==> config.mk <==
export PLATFORM = sky130hd
export DESIGN_NAME = alu16_stage
export DESIGN_NICKNAME = d
export VERILOG_FILES = /design/src/rtl/alu16_stage.sv
export SDC_FILE = /design/constraint.sdc
export NUM_CORES = 1
export LEC_CHECK = 0
export ABC_CLOCK_PERIOD_IN_PS = 9900
export CAP_MARGIN = 20
export CORE_UTILIZATION = 40
export DETAILED_ROUTE_END_ITERATION = 10
export PLACE_DENSITY = 0.72
export SYNTH_ARGS = -nofsm -noshare
export SYNTH_HDL_FRONTEND = slang
export SYNTH_SLANG_ARGS = --single-unit
==> constraint.sdc <==
create_clock -name clk_i -period 9.9 [get_ports clk_i]
set_input_delay 1.98 -clock clk_i [delete_from_list [all_inputs] [get_ports clk_i]]
set_output_delay 1.98 -clock clk_i [all_outputs]
set_load 0.01 [all_outputs]
==> src/rtl/alu16_stage.sv <==
// Registered Hack-style ALU stage with valid/ready handshakes on both sides.
// Bit 0 is the MSB of every vector; USE_SKID selects a 2-entry skid or a 1-entry stage.
module alu16_stage #(
  parameter int WIDTH    = 16,
  parameter bit USE_SKID = 1'b1
) (
  input  logic             clk_i,
  input  logic             reset_i,
  input  logic             in_valid_i,
  output logic             in_ready_o,
  input  logic [0:WIDTH-1] x_i,
  input  logic [0:WIDTH-1] y_i,
  input  logic [0:5]       ctrl_i,
  output logic             out_valid_o,
  input  logic             out_ready_i,
  output logic [0:WIDTH-1] out_o,
  output logic             zr_o,
  output logic             ng_o
);

  typedef struct packed {
    logic [0:WIDTH-1] data;
    logic             zr;
    logic             ng;
  } entry_t;

  typedef enum logic [1:0] {EMPTY, ONE, FULL} state_t;

  logic [0:WIDTH-1] x1, x2, y1, y2, andRes, sumRes, preNeg, result;
  logic             carry;
  entry_t           entryNew;

  // Carry ripples from the LSB (index WIDTH-1) toward the MSB (index 0).
  always_comb begin
    x1     = ctrl_i[0] ? '0 : x_i;
    x2     = ctrl_i[1] ? ~x1 : x1;
    y1     = ctrl_i[2] ? '0 : y_i;
    y2     = ctrl_i[3] ? ~y1 : y1;
    andRes = x2 & y2;
    sumRes = '0;
    carry  = 1'b0;
    for (int i = WIDTH - 1; i >= 0; i--) begin
      sumRes[i] = x2[i] ^ y2[i] ^ carry;
      carry     = (x2[i] & y2[i]) | (carry & (x2[i] ^ y2[i]));
    end
    preNeg        = ctrl_i[4] ? sumRes : andRes;
    result        = ctrl_i[5] ? ~preNeg : preNeg;
    entryNew.data = result;
    entryNew.zr   = (result == '0);
    entryNew.ng   = result[0];
  end

  generate
    if (USE_SKID) begin : gSkid
      state_t state_q, state_d;
      entry_t main_q, main_d, skid_q, skid_d;
      logic   inReady_q;
      logic   inXfer, outXfer;

      assign inXfer  = in_valid_i & inReady_q;
      assign outXfer = (state_q != EMPTY) & out_ready_i;

      // in_ready is a flop mirroring "next state is not FULL", so it never sees out_ready combinationally.
      always_ff @(posedge clk_i) begin
        if (reset_i) begin
          state_q   <= EMPTY;
          main_q    <= '0;
          skid_q    <= '0;
          inReady_q <= 1'b1;
        end else begin
          state_q   <= state_d;
          main_q    <= main_d;
          skid_q    <= skid_d;
          inReady_q <= (state_d != FULL);
        end
      end

      always_comb begin
        state_d = state_q;
        main_d  = main_q;
        skid_d  = skid_q;
        case (state_q)
          EMPTY: begin
            if (inXfer) begin
              main_d  = entryNew;
              state_d = ONE;
            end
          end
          ONE: begin
            if (inXfer && outXfer) begin
              main_d = entryNew;
            end else if (inXfer) begin
              skid_d  = entryNew;
              state_d = FULL;
            end else if (outXfer) begin
              state_d = EMPTY;
            end
          end
          FULL: begin
            if (outXfer) begin
              main_d  = skid_q;
              state_d = ONE;
            end
          end
          default: state_d = EMPTY;
        endcase
      end

      assign in_ready_o  = inReady_q;
      assign out_valid_o = (state_q != EMPTY);
      assign out_o       = main_q.data;
      assign zr_o        = main_q.zr;
      assign ng_o        = main_q.ng;
    end else begin : gSingle
      entry_t main_q;
      logic   mainValid_q;
      logic   inReady;

      assign inReady = ~mainValid_q | out_ready_i;

      always_ff @(posedge clk_i) begin
        if (reset_i) begin
          mainValid_q <= 1'b0;
          main_q      <= '0;
        end else if (in_valid_i && inReady) begin
          mainValid_q <= 1'b1;
          main_q      <= entryNew;
        end else if (out_ready_i) begin
          mainValid_q <= 1'b0;
        end
      end

      assign in_ready_o  = inReady;
      assign out_valid_o = mainValid_q;
      assign out_o       = main_q.data;
      assign zr_o        = main_q.zr;
      assign ng_o        = main_q.ng;
    end
  endgenerate

endmodule

# [After elaboration in Yosys (flattened, before gate mapping)]
# Cells that the tools add are included.
[totals] register_bits=39 out_inout_bits=20 in_bits=42
[classes] reduce_logical=7 eq_ne=6 n_bitwise=81 muxes=16
[ops] cell="16-bit two-way mux" n=6
[ops] cell="18-bit two-way mux" n=3
[ops] cell="18-bit case mux with 3 select lines" n=1
[ops] cell="16-bit NOT" n=3
[ops] cell="1-bit AND" n=31
[ops] cell="1-bit bitwise XOR" n=31
[ops] cell="16-bit AND" n=1
[ops] cell="16-bit logical NOT" n=1
[ops] cell="1-bit OR" n=14
[ops] cell="2-bit two-way mux" n=5
[ops] cell="2-bit != test, second input constant" n=4
[ops] cell="2-bit case mux with 3 select lines" n=1
[ops] cell="4-bit AND reduction" n=1
[ops] cell="3-bit AND reduction" n=1
[ops] cell="3-bit nonzero test" n=1
[ops] cell="2-bit by 1-bit == test with 1-bit output, second input constant" n=1
[ops] cell="2-bit == test, second input constant" n=1
[ops] cell="2-bit logical NOT" n=1
[ops] cell="2-bit nonzero test" n=1
[ops] cell="1-bit logical AND" n=1
[ops] cell="1-bit NOT" n=1

# [Longest topological paths before layout]
[depth] ltp_word=39 ltp_mapped=26 ltp_nobuf=25

# [Least setup slack after synthesis]
# No wires, ideal clock.
[synth_path] path_type="input -> register" start="in ctrl_i[3] in the netlist's numbering" end="reg gSkid.main_q (netlist bit zr_o)" n_path_buf=2 slack_ns=0.519 setup_ns=0.126 path_stages=26 arrival_ns=9.255 required_time_ns=9.774 path_cell_list="clkbuf_1 buf_2 xnor2_1 ha_1 inv_1 fa_1 fa_1 fa_1 inv_1 fa_1 fa_1 fa_1 fa_1 fa_1 fa_1 fa_1 fa_1 fa_1 fa_1 inv_1 fa_1 and2_1 o2111a_1 a31o_2 nand3_1 o31ai_1"
[synth_via] elab_chain_cells=37 elab_cells_between_ends=83 cone_classes="mux (6); bitwise (76); reduce/logical (1)"
[synth_lines] item="start, declared" line_no="13" text="input logic [0:5] ctrl_i,"
[synth_lines] item="16-bit two-way mux *" line_no="38" text="y2 = ctrl_i[3] ? ~y1 : y1;"
[synth_lines] item="1-bit AND or 1-bit bitwise XOR (tied branches)" line_no="44, 43"
[synth_lines] item="1-bit AND" line_no="44" text="carry = (x2[i] & y2[i]) | (carry & (x2[i] ^ y2[i]));"
[synth_lines] item="1-bit OR" line_no="44"
[synth_lines] item="1-bit AND" line_no="44"
[synth_lines] item="1-bit OR" line_no="44"
[synth_lines] item="1-bit AND" line_no="44"
[synth_lines] item="1-bit OR" line_no="44"
[synth_lines] item="[... 21 more ...]"
[synth_lines] item="1-bit OR" line_no="44"
[synth_lines] item="1-bit bitwise XOR" line_no="43" text="sumRes[i] = x2[i] ^ y2[i] ^ carry;"
[synth_lines] item="16-bit two-way mux *" line_no="46" text="preNeg = ctrl_i[4] ? sumRes : andRes;"
[synth_lines] item="16-bit NOT" line_no="47" text="result = ctrl_i[5] ? ~preNeg : preNeg;"
[synth_lines] item="16-bit two-way mux *" line_no="47"
[synth_lines] item="16-bit logical NOT *" line_no="49" text="entryNew.zr = (result == '0);"
[synth_lines] item="18-bit two-way mux (on tied branches)" line_no="90, 84"
[synth_lines] item="18-bit case mux with 3 select lines *" line_no="82" text="case (state_q)"
[synth_lines] item="end signal, assigned" line_no="72" text="main_q <= main_d;"
[synth_lines] item="end, declared" line_no="56" text="entry_t main_q, main_d, skid_q, skid_d;"
# Every way passes the cells marked *; elsewhere a longest branch is shown, timed or not. The select of a mux whose other input is x is not followed.
# A chain may end at the register's enable or synchronous reset.

# [Worst setup path in the final report]
[layout_path] start="in ctrl_i[0] in the netlist's numbering" end="reg gSkid.main_q (netlist bit zr_o)"
[layout_via] elab_chain_cells=39 elab_cells_between_ends=85 cone_classes="mux (7); bitwise (77); reduce/logical (1)"
[layout_lines] item="16-bit two-way mux *" line_no="35" text="x1 = ctrl_i[0] ? '0 : x_i;"
[layout_lines] item="16-bit NOT" line_no="36" text="x2 = ctrl_i[1] ? ~x1 : x1;"
[layout_lines] item="16-bit two-way mux *" line_no="36"
[layout_lines] item="1-bit AND or 1-bit bitwise XOR (tied branches)" line_no="44, 43"
[layout_lines] item="1-bit AND" line_no="44"
[layout_lines] item="1-bit OR" line_no="44"
[layout_lines] item="1-bit AND" line_no="44"
[layout_lines] item="1-bit OR" line_no="44"
[layout_lines] item="[... 23 more ...]"
[layout_lines] item="1-bit OR" line_no="44"
[layout_lines] item="1-bit bitwise XOR" line_no="43"
[layout_lines] item="16-bit two-way mux *" line_no="46"
[layout_lines] item="16-bit NOT" line_no="47"
[layout_lines] item="16-bit two-way mux *" line_no="47"
[layout_lines] item="16-bit logical NOT *" line_no="49"
[layout_lines] item="18-bit two-way mux (on tied branches)" line_no="90, 84"
[layout_lines] item="18-bit case mux with 3 select lines *" line_no="82"
# Marks and branches as above.

==> results.cfg <==
[yosys]
syn_avg_cell_area_um2 = 8.69
synthArstFlopShare_pct = 0
synth_nets = 436
synth_flop_cell = dfxtp_1
synth_top_cell_area_share_pct = 23.4
synthCells = 364
ys_top_cells_by_count = xnor2_1 (46), dfxtp_1 (37), nand2_1 (35)
synth.most_common_cell = xnor2_1
yosysTopAreaCell = dfxtp_1
synth.area.top_cells = dfxtp_1 (23%), xnor2_1 (13%), mux2i_1 (10%)
yosysWarnings = 0
synth_edf_count = 0
synth.distinct_cells = 40
syn-cell-area_um2 = 3160
ys_seq_area_share_pct = 23.4
yosys_register_bits = 37

[sta]
hold_violations = 0
max_freq_ghz = 0.107
slew_violations = 0
fin_crit_sh_pct = 94.7
skew_ps = 4.21
max-slew-margin-rel_pct = 29.7
setup_ws_ps = 524
rsz0062_at_grt = false
worst_pin_slew_ps = 1050
setup_viol = 0
period_needed_ps = 9380
finalSetupTns_ps = 0

[critical_path]
endpoint = zr_o
reg2reg_setup_slack_ps = 8000
end_kind = register
r2r-end = out_o[10]
r2r_start = gSkid.state_q[0]
critPathKind = primary input to register
critPathLaunch = ctrl_i[0]
ff2ff_path_depth = 3
crit_path_max_fanout = 5
cp.required_ps = 10060
arrival_ps = 9540
worst_setup_path_start_kind = primary input

[cells_and_area]
n_antenna_cell = 0
area_growth_pct = 22.8
layout.cells.non_filler = 516
drive_above_1_share_pct = 4.59
final_nets = 485
fin_util_pct = 50.5

[run_status]
status = finished clean

[routing]
wl_per_cell_um = 11.3
post-route-drc-count = 0
drtIter0Drc = 62
viasPerCell = 4.72
drtAntennaViolNets = 0
dr_total_vias = 2434
wl_um = 5830
first_pass_iters = 4

[place]
dp.final_hpwl_um = 4720
pre_cts_ws_ps = 139
gp_congestion = 0.782
io_buffers = 61
place_inst = 508

[global_routing]
grt_max_degree = 38
grt_pass1_vias = 2336
grt_overflow = 0
grt_pass1_wl_um = 10400
grt_use_total_pct = 15.1
antenna_found_initial = 0

[power]
power_density_nw_per_um2 = 130
combPwrFrac_pct = 46.6
leakage_nw = 1.58
seq_power_share_pct = 33.9
clkPwrFrac_pct = 19.5
netSwitchingFraction_pct = 34.5
switchingPower_mw = 0.174
ir_drop_v = 0.0000519
intPower_mw = 0.330

[floorplanning]
die_y_um = 90.9
start_util_pct = 41.1
design.core.area_um2 = 7690
io_pins = 62
die_w_um = 90.9
rows = 32
die-area_um2 = 8260

[clock_tree]
cts_resized = 0
cts_buffer_depth = 2
cts_made_buffers = 5
postCtsSetupBuffers = 0
ctsHoldBuffers = 0
path_clk_slew_ps = 70
cts.root.buffer_cell = clkbuf_8
cts_tree = yes
cts_sinks = 37
htree_levels = 2
insertion_delay_ps = 280

[hold_path]
hold_path_class = register to register

[job]
cap_violations = 0
[power by group through the flow]
stage | Combinational, mW | Clock [mW] | Sequential (mW)
2_1_floorplan | 0.161 | 0 | 0.178
3_3_place_gp | 0.231 | 0 | 0.174
3_5_place_dp | 0.237 | 0 | 0.174
4_1_cts | 0.237 | 0.102 | 0.171
5_1_grt | 0.264 | 0.111 | 0.173
6_report | 0.235 | 0.0983 | 0.171
[flip-flops by register name (all words and copies together), names as in the netlist]
signal         count
out_o             16
in_ready_o         1
gSkid.state_q      2
gSkid.skid_q      17
zr_o               1
[worst max-delay path, cell delays in order]
cell and delay [ps]:
clkdlybuf4s50_1 460, nand2b_1 180, xnor2_1 120, ha_1 200, inv_1 80, fa_1 200, fa_1 220, fa_1 170
inv_1 50, fa_1 460, fa_1 460, fa_1 470, fa_1 460, fa_1 460, fa_1 470, fa_1 470
fa_1 460, fa_1 470, fa_1 420, inv_1 90, fa_1 370, and2_1 170, o2111a_1 230, a31o_2 200
nand3_1 110, o31ai_1 90
[logic make-up after synthesis]
family / count (synthesis) / share of synthesized area [%]
adder cells (fa/ha/maj): 30 / 15.2
buffers and inverters: 42 / 6.65
flip-flops: 37 / 23.4
AND/OR/NAND/NOR: 124 / 20.5
multiplexers: 32 / 10.1
XOR/XNOR: 49 / 13.6
AO/OA/AOI/OAI: 50 / 10.5
[worst min-delay path by stage]
stage,startpoint,end,slack [ps],depth (start not counted)
finish,gSkid.skid_q[2],gSkid.skid_q[2],450,2
global route,gSkid.skid_q[12],gSkid.skid_q[12],480,2
CTS,gSkid.skid_q[12],gSkid.skid_q[12],460,2
detailed placement,gSkid.skid_q[3],gSkid.skid_q[3],450,2
global placement,gSkid.skid_q[4],gSkid.skid_q[4],440,2
floorplan,gSkid.skid_q[10],gSkid.skid_q[10],440,2
[per-layer routing]
| layer | track usage [%] | share of wire (%) | up-vias |
|---|---|---|---|
| li1 | - | - | 1304 |
| met1 | 19.7 | 47 | 1054 |
| met2 | 25.1 | 46 | 72 |
| met3 | 3.11 | 5.4 | 4 |
| met4 | 4.37 | 0.89 | 0 |
| met5 | 0 | 0 | - |
[cells in the final DEF, fill, tap and decap left out, types with 2 or more instances in the layout]
cell type / instances
clkdlybuf4s50_1: 61
nand3b_1: 2
a211oi_1: 17
nand3_1: 7
nand2_1: 35
buf_4: 6
a21o_1: 2
nor2_1: 22
a31oi_1: 4
fa_1: 14
mux2i_1: 32
or3_1: 3
ha_1: 16
nor4_1: 2
and3_1: 3
o31ai_1: 2
nor3_1: 6
xnor2_1: 46
xor2_1: 3
a21oi_1: 19
clkbuf_8: 5
inv_1: 17
and4_1: 2
clkinv_2: 2
dfxtp_1: 37
nand2b_1: 34
[per-stage QoR]
stage | total power, mW | area, um^2 | hold slack, ps
after detailed placement | 0.412 | 3800 | 446
after CTS | 0.511 | 3880 | 457
after global placement | 0.405 | 3800 | 441
final | 0.504 | 3880 | 454
after floorplan | 0.340 | 3160 | 436
after global routing | 0.548 | 3880 | 476
[layout make-up]
cell class	count	area (um^2)
fillers	749	3810
multi-input cells	285	2210
flip-flops and latches	37	741
repair buffers	67	656
well taps	102	128
clock buffers	6	72.6
inverters	17	63.8
clock inverters	2	10.0
Power figures use the tool's default switching activity.
